==> config.mk <==
export PLATFORM = sky130hd
export DESIGN_NAME = bp_arbiter
export DESIGN_NICKNAME = d
export VERILOG_FILES = /design/src/rtl/bp_arbiter.sv
export SDC_FILE = /design/constraint.sdc
export NUM_CORES = 1
export LEC_CHECK = 0
export CORE_MARGIN = 2
export CORE_UTILIZATION = 46
export CTS_CLUSTER_DIAMETER = 150
export DETAILED_ROUTE_END_ITERATION = 10
export PLACE_DENSITY = 0.8
export SKIP_LAST_GASP = 1
export SYNTH_ARGS = -nofsm -noshare
export SYNTH_HDL_FRONTEND = slang
export SYNTH_SLANG_ARGS = --single-unit
==> constraint.sdc <==
create_clock -name i_clk -period 2.15 [get_ports i_clk]
set_input_delay 0.3225 -clock i_clk [delete_from_list [all_inputs] [get_ports i_clk]]
set_output_delay 0.3225 -clock i_clk [all_outputs]
set_load 0.01 [all_outputs]
==> src/rtl/bp_arbiter.sv <==
// Two-host BytePipe arbiter: shares one register target between host0 and host1 per transaction.
// Latency: one cycle from host valid in IDLE to grant, then zero-latency pass-through.
// Backpressure: target ready goes to the owner, owner response ready goes to the target; nothing is buffered.
module bp_arbiter #(
  parameter logic [6:0] BURST_ADDR = 7'd0,
  parameter bit         FAIR       = 1'b1
) (
  input  logic       i_clk,
  input  logic       i_rst,
  input  logic       i_cg,
  input  logic [7:0] i_h0_data,
  input  logic       i_h0_valid,
  output logic       o_h0_ready,
  output logic [7:0] o_h0_data,
  output logic       o_h0_valid,
  input  logic       i_h0_ready,
  input  logic [7:0] i_h1_data,
  input  logic       i_h1_valid,
  output logic       o_h1_ready,
  output logic [7:0] o_h1_data,
  output logic       o_h1_valid,
  input  logic       i_h1_ready,
  output logic [7:0] o_tgt_data,
  output logic       o_tgt_valid,
  input  logic       i_tgt_ready,
  input  logic [7:0] i_tgt_data,
  input  logic       i_tgt_valid,
  output logic       o_tgt_ready,
  output logic       o_owner,
  output logic       o_busy
);

  typedef enum logic [1:0] {S_IDLE, S_CMD, S_WRDATA, S_RESP} state_t;

  state_t     r_state;
  logic       r_owner;   // current or most recent grant, 1 after reset so host0 wins the first tie
  logic [6:0] r_addr;    // address of the command in flight
  logic [7:0] r_burst;   // shadow of the target's burst count register
  logic [8:0] r_cnt;     // bytes/responses left in the current phase, 1..256

  logic [7:0] w_own_data;
  logic       w_own_valid;
  logic       w_own_rsp_rdy;
  logic       w_fwd;
  logic       w_resp;
  logic       w_fwd_acc;
  logic       w_rsp_acc;
  logic       w_pick;
  logic       w_addr_is_burst;
  logic [8:0] w_n;

  assign w_own_data    = r_owner ? i_h1_data  : i_h0_data;
  assign w_own_valid   = r_owner ? i_h1_valid : i_h0_valid;
  assign w_own_rsp_rdy = r_owner ? i_h1_ready : i_h0_ready;

  assign w_fwd  = (r_state == S_CMD) || (r_state == S_WRDATA);
  assign w_resp = (r_state == S_RESP);

  // Request path: only the owner sees target ready, and only while commands/data flow
  assign o_tgt_valid = w_fwd & w_own_valid;
  assign o_tgt_data  = w_fwd ? w_own_data : 8'h00;
  assign o_h0_ready  = w_fwd & ~r_owner & i_tgt_ready;
  assign o_h1_ready  = w_fwd &  r_owner & i_tgt_ready;

  // Response path: target responses outside RESP stay pending at the target
  assign o_tgt_ready = w_resp & w_own_rsp_rdy;
  assign o_h0_valid  = w_resp & ~r_owner & i_tgt_valid;
  assign o_h1_valid  = w_resp &  r_owner & i_tgt_valid;
  assign o_h0_data   = (w_resp & ~r_owner) ? i_tgt_data : 8'h00;
  assign o_h1_data   = (w_resp &  r_owner) ? i_tgt_data : 8'h00;

  assign w_fwd_acc = o_tgt_valid & i_tgt_ready;
  assign w_rsp_acc = i_tgt_valid & o_tgt_ready;

  // Transfer length of the command being accepted; a pending burst applies to any non-burst address
  assign w_n = ((w_own_data[6:0] != BURST_ADDR) && (r_burst != 8'd0)) ?
               ({1'b0, r_burst} + 9'd1) : 9'd1;

  assign w_addr_is_burst = (r_addr == BURST_ADDR);

  // Round-robin on a tie when FAIR, otherwise host0 always wins
  assign w_pick = FAIR ? ((i_h0_valid & i_h1_valid) ? ~r_owner : i_h1_valid)
                       : ~i_h0_valid;

  assign o_owner = r_owner;
  assign o_busy  = (r_state != S_IDLE);

  // Transaction FSM: grant, command, write data, responses; burst setup keeps the grant
  always_ff @(posedge i_clk) begin
    if (i_rst) begin
      r_state <= S_IDLE;
      r_owner <= 1'b1;
      r_addr  <= 7'd0;
      r_burst <= 8'd0;
      r_cnt   <= 9'd0;
    end else if (i_cg) begin
      case (r_state)
        S_IDLE: begin
          if (i_h0_valid | i_h1_valid) begin
            r_owner <= w_pick;
            r_state <= S_CMD;
          end
        end
        S_CMD: begin
          if (w_fwd_acc) begin
            r_addr  <= w_own_data[6:0];
            r_cnt   <= w_n;
            r_state <= w_own_data[7] ? S_WRDATA : S_RESP;
          end
        end
        S_WRDATA: begin
          if (w_fwd_acc) begin
            if (w_addr_is_burst) begin
              r_burst <= w_own_data;
            end
            if (r_cnt == 9'd1) begin
              r_state <= S_RESP;
              r_cnt   <= 9'd1;
            end else begin
              r_cnt <= r_cnt - 9'd1;
            end
          end
        end
        S_RESP: begin
          if (w_rsp_acc) begin
            r_cnt <= r_cnt - 9'd1;
            if (r_cnt == 9'd1) begin
              if (w_addr_is_burst && (r_burst != 8'd0)) begin
                r_state <= S_CMD;
              end else begin
                r_burst <= 8'd0;
                r_state <= S_IDLE;
              end
            end
          end
        end
        default: r_state <= S_IDLE;
      endcase
    end
  end

endmodule
; ---- Yosys cells after proc, flatten, opt, wreduce, memory -nomap -nowiden
; Cells that the tools add are included.
[totals]
register_bits = 27
input_bits = 33
word_cells = 77
[classes]
n_addsub = 2
n_eq_ne = 12
n_mux = 28
bitwise_logic = 15
n_reduce_logical = 15
[ops]
columns = cell, count
row1 = $mux 8, 9
row2 = $mux 9, 5
row3 = $pmux 9 s3, 1
row4 = $pmux 8 s2, 1
row5 = $reduce_and 7->1, 2
row6 = $and 1x1->1, 13
row7 = $mux 2, 6
row8 = $ne 2x2->1 const B, 5
row9 = $add 8x1->9 const B, 1
row10 = $eq 9x1->1 const B, 1
row11 = $sub 9x1->9 const B, 1
row12 = $pmux 2 s4, 1
row13 = $reduce_bool 8->1, 1
row14 = $logic_not 7->1, 1
row15 = $reduce_bool 7->1, 1
row16 = $ne 2x1->1 const B, 3
row17 = $reduce_and 3->1, 2
row18 = $mux 1, 5
row19 = $reduce_and 5->1, 1
row20 = $eq 2x2->1 const B, 2
row21 = $reduce_bool 2->1, 2
row22 = $reduce_bool 3->1, 1
row23 = $eq 2x1->1 const B, 1
row24 = $logic_and 1x1->1, 2
row25 = other kinds (4), 4

; ---- Depth between registers and ports, before layout
; Gate-level depths: netlist of run 1.
[logic_depth]
depth_word = 6
mapped_depth = 8

; ---- Worst setup path before layout of run 1
; No wires, ideal clock.
[synth_timing]
path_kind = reg2reg
from = register r_burst[0]
to = register r_burst[1]
setup_ps = 87
arrival_ps = 1912
t_required_ps = 2063
slack_ps = 151
path_stages_with_launch = 8
path_buffers = 0
synth_period_minus_slack_ps = 1999
cell_sequence = dfxtp_1 > inv_1 > ha_1 > or4b_4 > nor4_4 > o221ai_2 > or4_1 > o31ai_1
[synth_via]
elab_chain_len = 4
[synth_rtl]
columns = item, line_no
row1 = from (decl), 38  ; logic [7:0] r_burst;
row2 = from (signal assigned), 114  ; r_burst <= w_own_data;
row3 = $reduce_bool 8->1, 128  ; if (w_addr_is_burst && (r_burst != 8'd0)) begin
row4 = $logic_and 1x1->1, 128
row5 = $ne 2x2->1 (no source line), -
row6 = $reduce_and 7->1 (no source line), -
; No other way between the ends.
; A chain may end at the register's enable or synchronous reset.

; ---- Final worst setup path of run 1
[layout_timing]
from = register r_burst[1]
to = register r_burst[0]
; Same word-level chain as after synthesis.

==> results of run 1 <==
routing by layer:
| layer | global-route usage | vias up | wire [um] |
|---|---|---|---|
| li1 | - | 1044 | - |
| met1 | 0.3015 | 997 | 2717 |
| met2 | 0.3714 | 62 | 2815 |
| met3 | 0.04215 | 8 | 278 |
| met4 | 0.03205 | 0 | 68 |
| met5 | 0 | - | 0 |
layout make-up:
type	count	area [um2]
multi-input cells	187	1449
clock buffers	3	41.29
well taps	50	62.56
clock inverters	1	8.758
inverters	12	45.04
fillers	332	1081
flip-flops and latches	27	549.3
repair buffers	89	849.6
sequential cells by signal, indices dropped and copies added (netlist names):
register and count:
o_owner 1, r_addr 7, r_burst 8, r_cnt 9
r_state 2
through the flow:
stage               instance area (um2)  TNS, ps  power, mW
CTS                                2861   -75.34      2.292
finish                             3005   -372.1      2.451
global route                       3005    -1115      2.602
detailed placement                 2795   -169.3      2.014
floorplan                          1991        0      1.473
global placement                   2795   -6.565      1.996
worst max path at each step:
stage	to	slack (ps)	cells after the start
floorplan	r_burst[1]	150	7
global placement	r_state[1]	-7	6
detailed placement	r_state[1]	-90	6
CTS	o_h0_data[5]	-20	5
global route	r_burst[0]	-140	8
finish	r_burst[0]	-100	8
kinds of logic after synthesis:
family / Yosys count / synth area share
and+or+nand+nor: 101 / 0.2967
AOI/OAI and AO/OA: 56 / 0.2219
DFF: 27 / 0.2715
buffers and inverters: 23 / 0.06096
xor gates and xnor gates: 11 / 0.04840
muxes: 10 / 0.05028
adders and majority gates: 8 / 0.05028
synthesized netlist by cell type (5+ instances only):
cell,number
a211oi_1,8
a21oi_1,7
and2_1,10
and3_1,11
dfxtp_1,27
ha_1,8
inv_1,12
mux2i_1,10
nand2_1,15
nor2_1,20
nor2b_1,11
o21ai_0,11
or4_1,9
xnor2_1,5
xor2_1,6
what timing repair did:
action                     4_1_cts  5_1_grt
resized for setup               20       35
pin swaps                        1        7
setup endpoints to repair       21       23
setup buffers                    0        3
cloned                           0        1
worst max-delay path: stages (launching register included):
cell and delay [ps]:
dfxtp_2 340, inv_2 70, ha_4 130, or4b_4 460
nor4_4 220, buf_4 180, o221ai_4 140, or4_4 560
o31ai_2 70
power breakdown:
group	internal [mW]	switching (mW)
registers	0.569	0.0794
logic	0.738	0.746
clock network	0.137	0.183
==> flow_metrics.tcl, run 1 <==
set metrics [dict create \
    cts_root_buf "clkbuf_8" \
    synth_edf_count 0 \
    cts_buffers 3 \
    regToRegStartpoint "r_burst[1]" \
    whs_ps 509.8 \
    yosysWarnings 0 \
    maxSlewViolCount 0 \
    track_usage 0.2213 \
    worst-r2r-setup-slack_ps -100 \
    synthArstFlopShare 0 \
    syn_area_um2 1991 \
    slew_headroom 0.6557 \
    worstMarginPinSlew_ps 515.9 \
    synth_area_leader_cell "dfxtp_1" \
    ff2ff_path_depth 8 \
    min-delay-path-class "reg -> reg" \
    grt_pass1_wl_um 8914 \
    die_x_um 69.79 \
    area_growth_syn_to_layout_pct 50.97 \
    overflow 0 \
    die_h_um 69.79 \
    startpoint "r_burst[1]" \
    peakVddDrop_mv 0.6446 \
    p_per_area_nw_per_um2 815.6 \
    nets 361 \
    ios 65 \
    vias 2111 \
    htree_levels 1 \
    wl_per_cell_um 15.93 \
    cts_tree "done" \
    status "finished, violations left" \
    mostFrequentLayoutCells "clkdlybuf4s50_1, buf_4, dfxtp_1, nor2_1, nand2_1" \
    fin_skew_ps 4.568 \
    grt_max_degree 24 \
    min_delay_worst_endpoint "r_addr[2]" \
    diodes 0 \
    dp.cells 361 \
    r2r-end "r_burst[0]" \
    avgViaCountPerCell 5.721 \
    rows 23 \
    violations "setup timing" \
    cts-hold-fix-buffers 0 \
    worstHoldStart "r_addr[2]" \
    dr.first_iter.drc_count 160 \
    clk_latency_ps 280 \
    die-area_um2 4870 \
    initial_utilization 0.4871 \
    drc 0 \
    netlist_instances 236 \
    layout_commonest_cell "clkdlybuf4s50_1" \
    min_path_cells 2 \
    core_area_um2 4086 \
    final_cell_count_no_fill 369 \
    wl_um 5879 \
    yosysTopAreaCellShare 0.2715 \
    cap_violations 0 \
    globalplace.congestion 0.8371 \
    crit_type "reg -> reg" \
    finalCriticalPeriod_ps 2245 \
    grt_pass1_vias 1900 \
    yosys-top-cells-area "dfxtp_1, ha_1, mux2i_1, nor2_1, and3_1" \
    port_buffers 64 \
    synth-main-ff-cell "dfxtp_1" \
    antenna_left 0 \
    fin_crit_sh 1.044 \
    crit_arrival_ps 2450 \
    path_max_fanout 5 \
    finalSetupViolations 6 \
    cp-end-kind "flop" \
    postLayoutCoreUtil 0.7355 \
    max_freq_mhz 445.4 \
    hpwlAfterDp_um 4243 \
    clock_path_buffers 2 \
    worst_slack_ps -95.03 \
    p_leak_nw 1.402 \
    drive_above_1_share 0.2163 \
    syn-num-nets 277 \
    ys_types 53 \
    crit_required_ps 2360 \
    report.final.hold_viol_count 0 \
    antenna_found_initial 0 \
    grt_setup_unrepaired "yes" \
    ys_seq_elements 27 \
    clk_pin_slew_ps 100 \
    startpoint_type "flop" \
    clock_sinks 27 \
    avgSynthCellArea_um2 8.435 \
    ys_seq_area_frac 0.2715 \
    post-place-ws_ps -85.69 \
    first_pass_iters 4 \
]
Note: power is estimated with default switching activity, not from simulation.
==> inputs of run 2 (changes only) <==
==> constraint.sdc (replaced) <==
create_clock -name i_clk -period 2.15 [get_ports i_clk]
set_input_delay 0.3225 -clock i_clk [delete_from_list [all_inputs] [get_ports i_clk]]
set_output_delay 0.3225 -clock i_clk [all_outputs]
set_load 0.02 [all_outputs]
==> run 2 against run 1 <==
The flow still finishes with violations (setup timing). Power up 0.38%. Count of clock-buffer cells in the layout increased by 1. Register-to-register slack gained 60 ps. Final cell count down 0.27%. Sequential share of layout area increased by 0.13 points. Combinational power up 3%. Fmax increased by 2.6%. Sequential power fell by 2%. First-iteration DRC count shrank 6.9%. Critical path type unchanged. Largest cell class unchanged.
==> flow_metrics.tcl, run 2 (synthesized netlist as in run 1, its figures left out) <==
set metrics [dict create \
    cpPeakStageDelay_ps 500 \
    min-delay-path-class "reg -> reg" \
    cts_tree "done" \
    htree_levels 1 \
    crit_arrival_ps 2370 \
    core_area_um2 4086 \
    die_h_um 69.79 \
    p_leak_nw 1.533 \
    vias 2043 \
    cts_root_buf "clkbuf_8" \
    largest_reg_flops 9 \
    port_buffers 64 \
    ff_latch_area_um2 545.5 \
    worst-r2r-setup-slack_ps -40 \
    min_path_cells 2 \
    overflow 0 \
    dp.cells 360 \
    cp-end-kind "flop" \
    max_freq_mhz 456.8 \
    r2r-end "r_burst[7]" \
    track_usage 0.2220 \
    ff2ff_path_depth 8 \
    layout_commonest_cell "clkdlybuf4s50_1" \
    die_x_um 69.79 \
    nets 360 \
    grt_max_degree 24 \
    grt_pass1_vias 1930 \
    finalCriticalPeriod_ps 2189 \
    violations "setup timing" \
    report.final.hold_viol_count 0 \
    wl_per_cell_um 15.39 \
    clk_pin_slew_ps 100 \
    cts-hold-fix-buffers 0 \
    slowest_stage "or4_1" \
    cts_buffers 3 \
    drc 0 \
    antenna_left 0 \
    maxSlewViolCount 0 \
    rows 23 \
    wl_um 5665 \
    crit_cells 8 \
    die-area_um2 4870 \
    diodes 0 \
    clock_path_buffers 2 \
    cp_num_buf_inv 2 \
    cap_violations 0 \
    slew_headroom 0.6447 \
    endpoint "r_burst[7]" \
    top_regs "r_cnt x9, r_burst x8, r_addr x7" \
    first_pass_iters 4 \
    ios 65 \
    final_cell_count_no_fill 368 \
    multi_input_area_um2 1421 \
    p_per_area_nw_per_um2 830.1 \
    clk_latency_ps 270 \
    startpoint "r_burst[0]" \
    fin_crit_sh 1.018 \
    grt_setup_unrepaired "yes" \
    dr.first_iter.drc_count 149 \
    clock_sinks 27 \
    top_register "r_cnt" \
    avgViaCountPerCell 5.552 \
    initial_utilization 0.4871 \
    worst_slack_ps -39.20 \
    worstPathCellList "inv_1 > ha_1 > or4b_4 > nor4_4 > buf_4 > o221ai_4 > or4_1 > o21ai_0" \
    startpoint_type "flop" \
    globalplace.congestion 0.8820 \
    drive_above_1_share 0.1855 \
    grt_pass1_wl_um 9066 \
    setup_tns_ps -39.20 \
    path_max_fanout 5 \
    peakVddDrop_mv 0.4409 \
    finalSetupViolations 1 \
    worstMarginPinSlew_ps 532.4 \
    num-fill-cells 341 \
    regToRegStartpoint "r_burst[0]" \
    crit_type "reg -> reg" \
    status "finished, violations left" \
    crit_required_ps 2330 \
    area_growth_syn_to_layout_pct 48.90 \
    antenna_found_initial 0 \
    mostFrequentLayoutCells "clkdlybuf4s50_1, dfxtp_1, buf_4, nor2_1" \
    fin_skew_ps 8.674 \
    path_delay_family "simple AND/OR/NAND/NOR gates" \
    hpwlAfterDp_um 4113 \
]
==> run 2: how the worst min path moves through the flow <==
stage / from / to / slack [ps]
floorplan: i_rst / r_burst[0] / 430
global placement: r_addr[2] / r_addr[2] / 490
detailed placement: r_addr[0] / r_addr[0] / 490
CTS: r_addr[0] / r_addr[0] / 500
global route: r_addr[4] / r_addr[4] / 520
finish: r_addr[1] / r_addr[1] / 500
==> run 2: worst register-to-register path: cells and delay by family (launching register included) <==
family / cells / cell delay, ps
and+or+nand+nor: 3 / 1110
DFF: 1 / 330
adders and majority gates: 1 / 150
buffers and inverters: 2 / 240
AOI/OAI and AO/OA: 2 / 250
==> run 2: final cells by class <==
type / count / area share
repair buffers: 87 / 0.2849
multi-input cells: 188 / 0.4795
flip-flops and latches: 27 / 0.1840
inverters: 12 / 0.01520
clock buffers: 4 / 0.01520
well taps: 50 / 0.02111
==> run 2: routing by layer <==
metal / GRT usage / part of all wire
met2: 0.3704 / 0.47
met4: 0.03205 / 0.012
met1: 0.3060 / 0.47
met3: 0.03924 / 0.046
met5: 0 / 0
==> run 2: stage by stage <==
stage | hold slack, ps | total power, mW | setup WS (ps) | instance area [um2] | util
2_1_floorplan | 426.0 | 1.557 | 151.3 | 1991 | -
3_3_place_gp | 487.9 | 2.081 | -5.258 | 2788 | 0.6822
3_5_place_dp | 491.3 | 2.093 | -40.72 | 2788 | 0.6822
4_1_cts | 503.8 | 2.340 | -166.0 | 2831 | 0.6929
5_1_grt | 517.4 | 2.619 | -146.4 | 2964 | 0.7254
6_report | 503.8 | 2.461 | -39.20 | 2964 | 0.7254
==> run 2: where the power goes <==
part           total (mW)  internal [mW]  leakage (nW)  switching, mW
logic                1.53          0.718          1.29          0.813
registers           0.636          0.565         0.219         0.0714
clock network       0.293          0.133        0.0228          0.160
total                2.46           1.42          1.53           1.04
==> run 2: repair_timing <==
| item | CTS | global route |
|---|---|---|
| gates cloned | 0 | 2 |
| pin swaps | 1 | 5 |
| endpoints found under the setup margin | 32 | 34 |
| buffers inserted | 0 | 2 |
| gates resized for setup | 21 | 32 |
